## src/rtl/chunk_adder_seq.sv

```systemverilog
// chunk_adder_seq: multi-cycle adder/subtractor that processes CHUNK bits
// per clock through a registered carry, with valid/ready on both sides.
module chunk_adder_seq #(
   parameter int WIDTH = 16,
   parameter int CHUNK = 4
) (
   input  logic             clk,
   input  logic             rst_n,
   input  logic             in_valid,
   output logic             in_ready,
   input  logic [WIDTH-1:0] a,
   input  logic [WIDTH-1:0] b,
   input  logic             cin,
   input  logic             sub,
   output logic             out_valid,
   input  logic             out_ready,
   output logic [WIDTH-1:0] s,
   output logic             c,
   output logic             v,
   output logic             busy
);

   localparam int NCHUNK = WIDTH / CHUNK;
   localparam int CNT_W  = (NCHUNK > 1) ? $clog2(NCHUNK) : 1;

   generate
      if (WIDTH < 1 || CHUNK < 1 || CHUNK > WIDTH || (WIDTH % CHUNK) != 0) begin : g_bad_params
         $error("chunk_adder_seq: illegal WIDTH/CHUNK combination");
      end
   endgenerate

   typedef enum logic [1:0] {
      IDLE = 2'd0,
      RUN  = 2'd1,
      DONE = 2'd2
   } state_t;

   state_t           state, state_nxt;
   logic [WIDTH-1:0] a_q, b_q;
   logic             carry_q;
   logic [CNT_W-1:0] cnt_q;
   logic [31:0]      lo;
   logic [CHUNK-1:0] a_chunk, b_chunk;
   logic [CHUNK:0]   chunk_sum;
   logic             last;
   logic             accept;

   assign accept    = in_valid && (state == IDLE);
   assign lo        = 32'(cnt_q) * 32'(CHUNK);
   assign a_chunk   = a_q[lo +: CHUNK];
   assign b_chunk   = b_q[lo +: CHUNK];
   assign chunk_sum = {1'b0, a_chunk} + {1'b0, b_chunk} + {{CHUNK{1'b0}}, carry_q};
   assign last      = (cnt_q == CNT_W'(NCHUNK - 1));

   // State register
   always_ff @(posedge clk or negedge rst_n) begin
      if (!rst_n) state <= IDLE;
      else        state <= state_nxt;
   end

   // Next-state and handshake/status outputs
   always_comb begin
      state_nxt = state;
      in_ready  = 1'b0;
      out_valid = 1'b0;
      busy      = 1'b0;
      case (state)
         IDLE: begin
            in_ready = 1'b1;
            if (in_valid) state_nxt = RUN;
         end
         RUN: begin
            busy = 1'b1;
            if (last) state_nxt = DONE;
         end
         DONE: begin
            busy      = 1'b1;
            out_valid = 1'b1;
            if (out_ready) state_nxt = IDLE;
         end
         default: state_nxt = IDLE;
      endcase
   end

   // Operand capture; subtraction is folded in as a + ~b + 1
   always_ff @(posedge clk) begin
      if (accept) begin
         a_q <= a;
         b_q <= sub ? ~b : b;
      end
   end

   // Chunk-serial add: one slice of s per RUN edge, flags on the final slice
   always_ff @(posedge clk or negedge rst_n) begin
      if (!rst_n) begin
         s       <= '0;
         c       <= 1'b0;
         v       <= 1'b0;
         carry_q <= 1'b0;
         cnt_q   <= '0;
      end else if (accept) begin
         carry_q <= sub ? 1'b1 : cin;
         cnt_q   <= '0;
      end else if (state == RUN) begin
         s[lo +: CHUNK] <= chunk_sum[CHUNK-1:0];
         carry_q        <= chunk_sum[CHUNK];
         cnt_q          <= last ? '0 : cnt_q + 1'b1;
         if (last) begin
            c <= chunk_sum[CHUNK];
            // carry into the MSB is recovered from the MSB's own sum bit
            v <= chunk_sum[CHUNK] ^
                 (a_chunk[CHUNK-1] ^ b_chunk[CHUNK-1] ^ chunk_sum[CHUNK-1]);
         end
      end
   end

endmodule

```

## config.mk

```make
export PLATFORM = sky130hd
export DESIGN_NAME = chunk_adder_seq
export DESIGN_NICKNAME = d
export VERILOG_FILES = /design/src/rtl/chunk_adder_seq.sv
export SDC_FILE = /design/constraint.sdc
export NUM_CORES = 1
export LEC_CHECK = 0
export CAP_MARGIN = 20
export CORE_MARGIN = 4
export CORE_UTILIZATION = 30
export CTS_BUF_LIST = sky130_fd_sc_hd__clkbuf_4
export CTS_CLUSTER_SIZE = 30
export DETAILED_ROUTE_END_ITERATION = 10
export MAX_ROUTING_LAYER = met4
export PLACE_DENSITY = 0.54
export SETUP_SLACK_MARGIN = 0.05
export SYNTH_ARGS = -nofsm -noshare
export SYNTH_HDL_FRONTEND = slang
export SYNTH_SLANG_ARGS = --single-unit
```

## constraint.sdc

```tcl
create_clock -name clk -period 5.1 [get_ports clk]
set_input_delay 1.02 -clock clk [delete_from_list [all_inputs] [get_ports clk]]
set_output_delay 1.02 -clock clk [all_outputs]
set_load 0.03 [all_outputs]
```

==> results.py, run 1 <==
metrics = {
    "yosys": {
        "yosys-mux-area-fraction_pct": 7.67,
        "synth-simple-area-share_pct": 6.58,
        "ys_types": 32,
        "ys_ff_latch": 55,
        "synth_top_family_by_area": "compound AO/OA/AOI/OAI gates",
        "yosysSeqAreaShare_pct": 60.7,
        "synth_fa_ha_area_share_pct": 7.52,
        "mappedNetlistArea_um2": 2530,
        "synth-xor-area-share_pct": 6.23,
        "synth_warnings": 0,
        "synthCells": 171,
        "synth-compound-area-share_pct": 8.01,
        "synth_nets": 223,
        "syn_area_per_cell_um2": 14.8,
    },
    "layout": {
        "utilization_pct": 39.8,
        "nFillCells": 768,
        "final_common_cell": "clkdlybuf4s50_1",
        "diodes": 0,
        "final_cell_mix": "clkdlybuf4s50_1, edfxtp_1, dfrtp_1",
        "ff_latch_area_um2": 1540,
        "multi_input_area_um2": 911,
        "area_growth_pct": 29.4,
        "drive_gt1_share_pct": 8.15,
        "final_cells": 338,
        "nNetsFinal": 284,
    },
    "timing": {
        "finalSetupViolCount": 0,
        "drv_slew": 0,
        "worst-slew-pin-transition_ps": 868,
        "fin_crit_ps": 2970,
        "hold_viol": 0,
        "rsz0062_at_grt": "no",
        "fin_tns_setup_ps": 0,
        "finalWorstSetupSlack_ps": 2130,
        "fin_crit_sh_pct": 58.3,
        "skew_ps": 9.47,
        "relSlewSlack_pct": 42.0,
        "fmax_mhz": 337,
    },
    "placed_design": {
        "dp_hpwl_mm": 3.63,
        "port_buffers": 58,
        "numPlacedInstances": 329,
        "routabilityCongestion": 0.711,
        "place_ws_ps": 2090,
    },
    "clock_network": {
        "clkSlewWorstSetupHoldPaths_ps": 150,
        "worstSkewPairLatency_ps": 370,
        "numCtsBuffers": 5,
        "clockBufferDepth": 2,
        "cts_resized": 0,
        "post_cts_buffers": 0,
        "htreeDepth": 2,
        "hold_buffers": 0,
        "cts_tree": "built",
        "clock-root-buffer": "clkbuf_4",
        "cts_num_sinks": 55,
    },
    "worst_setup_path": {
        "path_class": "reg -> reg",
        "startpoint_type": "flop",
        "regToRegSetupSlack_ps": 2130,
        "rr_endpoint": "v$_DFFE_PN0P_",
        "worstPathArrival_ps": 3270,
        "cp_data_required_time_ps": 5400,
        "end_kind": "flop",
        "r2r_start": "cnt_q[0]$_DFFE_PN0P_",
        "reg2reg_depth": 7,
        "cp_max_fo": 18,
    },
    "global_routing": {
        "grt_pass1_wl_mm": 7.73,
        "use_met1_pct": 13.4,
        "groute.usage.overall_pct": 10.3,
        "antenna_found_initial": 0,
        "grt-ovfl-total": 0,
        "top_usage_layer": "met2",
        "grt_start_max_net_pins": 36,
        "met3_usage_pct": 2.64,
        "use_met2_pct": 15.8,
        "grt_pass1_vias": 1573,
    },
    "floorplanning": {
        "die-area_um2": 9970,
        "fp.dieH_um": 99.8,
        "initial_core_util_pct": 30.8,
        "io-pin-count": 59,
        "row_count": 33,
        "core_region_area_um2": 8220,
        "fp.dieW_um": 99.8,
    },
    "power": {
        "power.leakage_nw": 1.27,
        "ir_worst_vdd_mv": 0.140,
        "power.density_nw_per_um2": 519,
    },
    "drt": {
        "num_vias": 1535,
        "drtAntennaViolNets": 0,
        "drtIter0Drc": 74,
        "wl_mm": 4.69,
        "drc": 0,
        "via_per_inst": 4.54,
        "first_pass_iters": 4,
        "wl_per_cell_um": 13.9,
    },
    "outcome": {
        "outcome": "finished, final reports clean",
    },
    "min_path": {
        "hold_path_depth": 2,
        "min_to": "s[0]$_DFFE_PN0P_",
        "min-delay-start": "s[0]$_DFFE_PN0P_",
        "hp-class": "reg -> reg",
    },
    "flow_run": {
        "max-cap-violations": 0,
    },
}
[registers in the layout (all words and copies together) (netlist names)]
register	flops
s	16
cnt_q	2
c	1
state	2
b_q	16
carry_q	1
a_q	16
v	1
[metrics by stage]
step           total power [mW]  area [um^2]  hold slack [ps]
4_1_cts                    1.73         3260              509
3_3_place_gp               1.53         3200              472
5_1_grt                    1.83         3270              560
3_5_place_dp               1.54         3200              476
6_report                   1.70         3270              504
2_1_floorplan              1.26         2530              552
[synth_stat cells, drive strengths merged]
cell type,number,area share [%]
a21o,1,0.30
a21oi,5,1.1
a222oi,1,0.40
a22o,13,4.5
and4,1,0.35
and4b,2,0.79
buf,6,1.9
dfrtp,23,23
edfxtp,32,38
fa,2,1.6
ha,12,5.9
inv,9,1.3
mux2i,1,0.40
mux4,8,7.3
nand2,15,2.2
nand2b,1,0.25
nand3,2,0.40
nand4,1,0.25
nand4b,1,0.35
nor2,4,0.59
nor2b,2,0.49
nor3,2,0.40
nor3b,1,0.49
o211ai,1,0.30
o21ai,7,1.4
xnor2,1,0.35
xor2,17,5.9
[layout make-up]
| class | count | area share [%] |
|---|---|---|
| Multi-Input combinational cell | 101 | 27.8 |
| Tap cell | 105 | 4.01 |
| Clock inverter | 2 | 0.382 |
| Sequential cell | 55 | 46.9 |
| Inverter | 9 | 1.03 |
| Timing Repair Buffer | 60 | 18.4 |
| Clock buffer | 6 | 1.38 |
[worst max path at each step]
stage	from	to	slack [ps]	cells past startpoint
4_1_cts	cnt_q[0]$_DFFE_PN0P_	s[2]$_DFFE_PN0P_	2050	6
3_3_place_gp	cnt_q[0]$_DFFE_PN0P_	s[2]$_DFFE_PN0P_	2140	6
5_1_grt	cnt_q[0]$_DFFE_PN0P_	s[2]$_DFFE_PN0P_	1880	6
6_report	cnt_q[0]$_DFFE_PN0P_	v$_DFFE_PN0P_	2130	7
2_1_floorplan	cnt_q[0]$_DFFE_PN0P_	v$_DFFE_PN0P_	2540	9
3_5_place_dp	cnt_q[0]$_DFFE_PN0P_	s[2]$_DFFE_PN0P_	2090	6
[power breakdown]
part / leakage, nW / total, mW / internal, mW / switching [mW]
clock: 0.0317 / 0.192 / 0.0589 / 0.133
combinational: 0.628 / 0.823 / 0.361 / 0.462
sequential: 0.606 / 0.683 / 0.603 / 0.0804
[per-layer routing]
layer  up-vias  wire, um
met3         2       296
met4         0        22
met1       721      2100
li1        753         -
met5         -         0
met2        59      2280
[worst max-delay path, cell delays in order (launching register included)]
cell and delay, ps:
dfrtp_1 890, mux4_2 610, fa_1 440, fa_1 420, nand3_1 100, and4b_1 220, nand2b_1 70, o211ai_1 140
[kinds of logic after synthesis]
| group | Yosys count |
|---|---|
| fa+ha+maj | 14 |
| buf+inv | 15 |
| mux | 9 |
| simple gates | 32 |
| xor+xnor | 18 |
| compound gates | 28 |
| flops | 55 |
Power figures use the tool's default switching activity.
==> run 2: changes to the inputs <==
clock period = 2.9 ns   (was 5.1 ns; I/O delays follow)
==> results.py, run 2 (same netlist as run 1, synthesis figures left out) <==
metrics = {
    "drt": {
        "num_vias": 1530,
        "drtIter0Drc": 47,
        "drtAntennaViolNets": 0,
        "via_per_inst": 4.49,
        "drc": 0,
        "first_pass_iters": 4,
        "wl_per_cell_um": 13.7,
        "wl_mm": 4.68,
    },
    "worst_setup_path": {
        "end_kind": "flop",
        "r2r_start": "cnt_q[0]$_DFFE_PN0P_",
        "crit_path_start": "cnt_q[0]$_DFFE_PN0P_",
        "startpoint_type": "flop",
        "cp_data_required_time_ps": 3200,
        "reg2reg_depth": 6,
        "path_class": "reg -> reg",
        "cp_max_fo": 5,
        "worstPathArrival_ps": 2870,
    },
    "clock_network": {
        "cts_resized": 0,
        "cts_num_sinks": 55,
        "clock-root-buffer": "clkbuf_4",
        "cts_tree": "built",
        "hold_buffers": 0,
        "clockBufferDepth": 2,
        "worstSkewPairLatency_ps": 370,
        "htreeDepth": 2,
        "numCtsBuffers": 5,
        "post_cts_buffers": 0,
        "clkSlewWorstSetupHoldPaths_ps": 150,
    },
    "global_routing": {
        "groute.usage.overall_pct": 10.3,
        "grt-ovfl-total": 0,
        "grt_pass1_vias": 1572,
        "grt_start_max_net_pins": 27,
        "antenna_found_initial": 0,
        "grt_pass1_wl_mm": 7.82,
    },
    "timing": {
        "rsz0062_at_grt": "no",
        "skew_ps": 7.33,
        "fmax_mhz": 389,
        "fin_crit_ps": 2570,
        "worst-slew-pin-transition_ps": 853,
        "drv_slew": 0,
        "relSlewSlack_pct": 43.0,
        "fin_tns_setup_ps": 0,
        "finalSetupViolCount": 0,
        "hold_viol": 0,
        "fin_crit_sh_pct": 88.6,
    },
    "floorplanning": {
        "fp.dieH_um": 99.8,
        "io-pin-count": 59,
        "row_count": 33,
        "die-area_um2": 9970,
        "core_region_area_um2": 8220,
        "fp.dieW_um": 99.8,
        "initial_core_util_pct": 30.8,
    },
    "power": {
        "power.leakage_nw": 1.29,
        "power.density_nw_per_um2": 939,
        "power_mw": 3.12,
        "ir_worst_vdd_mv": 0.293,
    },
    "outcome": {
        "outcome": "finished, final reports clean",
    },
    "layout": {
        "drive_gt1_share_pct": 9.32,
        "nFillCells": 786,
        "final_common_cell": "clkdlybuf4s50_1",
        "largestRegisters": "a_q (16), b_q (16), s (16)",
        "final_cell_mix": "clkdlybuf4s50_1, edfxtp_1, dfrtp_1",
        "diodes": 0,
        "area_growth_pct": 31.5,
        "nNetsFinal": 287,
    },
    "min_path": {
        "hp-class": "reg -> reg",
        "hold_path_depth": 2,
        "min-delay-start": "s[1]$_DFFE_PN0P_",
    },
    "placed_design": {
        "port_buffers": 58,
        "routabilityCongestion": 0.745,
        "dp_hpwl_mm": 3.69,
    },
    "flow_run": {
        "max-cap-violations": 0,
    },
}
-- run 2: cell count changes in the layout (fill, tap and decap cells not counted) --
cell | before | now
bufinv_16 | 0 | 1
clkinv_2 | 1 | 0
buf_8 | 1 | 0
buf_12 | 0 | 1
buf_4 | 1 | 4
-- run 2: per-stage QoR --
step	instance area (um^2)	util, %	hold slack [ps]	setup slack [ps]	cells
floorplan	2530	-	284	343	171
global placement	3240	39.5	487	392	333
detailed placement	3240	39.5	491	340	333
CTS	3330	40.5	525	307	341
global route	3330	40.5	544	121	341
finish	3330	40.5	514	332	341
-- run 2: worst max-delay path: stages (launching register included) --
cell	delay [ps]
dfrtp_1	500
mux4_2	550
fa_1	450
fa_1	420
xor2_1	370
nand2_1	80
o21ai_0	140
-- run 2: power by group --
group / total, mW / switching [mW] / internal [mW] / leakage, nW
combinational: 1.54 / 0.872 / 0.665 / 0.645
sequential: 1.16 / 0.102 / 1.06 / 0.606
clock: 0.424 / 0.232 / 0.192 / 0.0419
-- run 2: worst paths after layout --
check,slack (ps),end
max in group asynchronous,2120,carry_q$_DFFE_PN0P_
min,510,s[1]$_DFFE_PN0P_
max reg2reg,330,s[2]$_DFFE_PN0P_
min reg2reg,510,s[1]$_DFFE_PN0P_
max,330,s[2]$_DFFE_PN0P_
min in group asynchronous,550,cnt_q[0]$_DFFE_PN0P_
-- run 2: layer usage --
layer / GRT usage (%) / vias up / routed length (um)
li1: - / 755 / -
met3: 2.43 / 2 / 279
met5: - / - / 0
met1: 13.7 / 718 / 2210
met4: 2.84 / 0 / 15
met2: 15.8 / 55 / 2170
-- run 2: cell type report --
| class | count | area (um^2) | share of cell area [%] |
|---|---|---|---|
| timing repair buffer | 63 | 631 | 19.0 |
| clock inverter | 2 | 37.5 | 1.13 |
| sequential | 55 | 1540 | 46.2 |
| clock buffer | 6 | 45.0 | 1.35 |
| tap | 105 | 131 | 3.95 |
| multi-input combinational | 101 | 911 | 27.4 |
| inverter | 9 | 33.8 | 1.02 |
==> run 3: changes to the inputs <==
REMOVE_ABC_BUFFERS = 1   (was unset)
==> results.py, run 3 (same netlist as run 1, synthesis figures left out) <==
metrics = {
    "layout": {
        "area_growth_pct": 31.8,
        "largestRegisters": "a_q (16), b_q (16), s (16)",
        "nFillCells": 803,
        "drive_gt1_share_pct": 9.32,
        "final_cell_mix": "clkdlybuf4s50_1, edfxtp_1, dfrtp_1",
        "nNetsFinal": 287,
        "diodes": 0,
        "fin_area_um2": 3340,
        "final_common_cell": "clkdlybuf4s50_1",
        "utilization_pct": 40.6,
    },
    "drt": {
        "num_vias": 1505,
        "first_pass_iters": 4,
        "wl_per_cell_um": 13.7,
        "wl_mm": 4.66,
        "drtIter0Drc": 62,
        "drtAntennaViolNets": 0,
        "drc": 0,
        "via_per_inst": 4.41,
    },
    "placed_design": {
        "placed_area_um2": 3230,
        "routabilityCongestion": 0.735,
        "dp_hpwl_mm": 3.57,
        "port_buffers": 58,
    },
    "timing": {
        "worst-slew-pin-transition_ps": 887,
        "fin_crit_sh_pct": 88.0,
        "fin_tns_setup_ps": 0,
        "drv_slew": 0,
        "fin_crit_ps": 2550,
        "rsz0062_at_grt": "no",
        "skew_ps": 10.2,
        "fmax_mhz": 392,
        "hold_viol": 0,
        "holdWs_ps": 507,
        "finalSetupViolCount": 0,
        "relSlewSlack_pct": 40.7,
    },
    "min_path": {
        "min_to": "s[1]$_DFFE_PN0P_",
        "hp-class": "reg -> reg",
        "hold_path_depth": 2,
        "min-delay-start": "s[1]$_DFFE_PN0P_",
    },
    "global_routing": {
        "antenna_found_initial": 0,
        "grt_pass1_vias": 1588,
        "grt-ovfl-total": 0,
        "groute.usage.overall_pct": 10.2,
        "grt_pass1_wl_mm": 7.78,
        "grt_start_max_net_pins": 35,
    },
    "clock_network": {
        "cts_tree": "built",
        "post_cts_buffers": 0,
        "clkSlewWorstSetupHoldPaths_ps": 140,
        "worstSkewPairLatency_ps": 360,
        "htreeDepth": 2,
        "cts_num_sinks": 55,
        "hold_buffers": 0,
        "clock-root-buffer": "clkbuf_4",
        "clockBufferDepth": 2,
        "cts_resized": 0,
        "numCtsBuffers": 5,
    },
    "floorplanning": {
        "row_count": 33,
        "io-pin-count": 59,
        "core_region_area_um2": 8220,
        "fp.dieH_um": 99.8,
        "initial_core_util_pct": 30.8,
        "fp.dieW_um": 99.8,
        "die-area_um2": 9970,
    },
    "power": {
        "power.density_nw_per_um2": 957,
        "power.leakage_nw": 1.30,
        "ir_worst_vdd_mv": 0.292,
    },
    "worst_setup_path": {
        "cp_max_fo": 4,
        "r2r_start": "cnt_q[0]$_DFFE_PN0P_",
        "cp_data_required_time_ps": 3180,
        "regToRegSetupSlack_ps": 350,
        "rr_endpoint": "s[2]$_DFFE_PN0P_",
        "end_kind": "flop",
        "path_class": "reg -> reg",
        "crit_path_start": "cnt_q[0]$_DFFE_PN0P_",
        "worstPathArrival_ps": 2830,
        "reg2reg_depth": 6,
        "startpoint_type": "flop",
    },
    "outcome": {
        "outcome": "finished, final reports clean",
    },
    "flow_run": {
        "max-cap-violations": 0,
    },
}
## run 3: worst max-delay path by stage
stage / end / slack (ps)
finish: s[2]$_DFFE_PN0P_ / 350
global route: s[2]$_DFFE_PN0P_ / 120
CTS: s[2]$_DFFE_PN0P_ / 280
detailed placement: s[2]$_DFFE_PN0P_ / 310
global placement: s[2]$_DFFE_PN0P_ / 410
floorplan: v$_DFFE_PN0P_ / 200
## run 3: area by class of cell
class	instances	area [um^2]	area share (%)
sequential	55	1540	46.1
multi-input combinational	101	911	27.3
timing repair buffer	63	618	18.5
tap	105	131	3.94
clock inverter	2	60.1	1.80
clock buffer	6	45.0	1.35
inverter	9	33.8	1.01
## run 3: where the power goes
| part | leakage [nW] | switching, mW | internal [mW] |
|---|---|---|---|
| clock network | 0.0559 | 0.225 | 0.279 |
| logic | 0.641 | 0.884 | 0.657 |
| registers | 0.606 | 0.0881 | 1.06 |
| total | 1.30 | 1.20 | 2.00 |
## run 3: per-stage QoR
stage / cells / power, mW / setup slack, ps
6_report: 341 / 3.19 / 348
5_1_grt: 341 / 3.46 / 124
4_1_cts: 341 / 3.28 / 279
3_5_place_dp: 333 / 2.76 / 310
3_3_place_gp: 333 / 2.75 / 410
2_1_floorplan: 165 / 2.18 / 197
## run 3: metal layers
metal | vias up | GRT usage, % | wire [um] | share of wire, %
li1 | 758 | - | - | -
met3 | 6 | 2.57 | 324 | 6.9
met5 | - | - | 0 | 0
met2 | 54 | 14.8 | 2000 | 43
met4 | 0 | 2.84 | 60 | 1.3
met1 | 687 | 14.2 | 2280 | 49
## run 3: critical path: stages (launching register included)
cell	delay, ps
dfrtp_1	450
mux4_2	540
fa_1	440
fa_1	420
xor2_1	370
nand2_1	80
o21ai_0	170
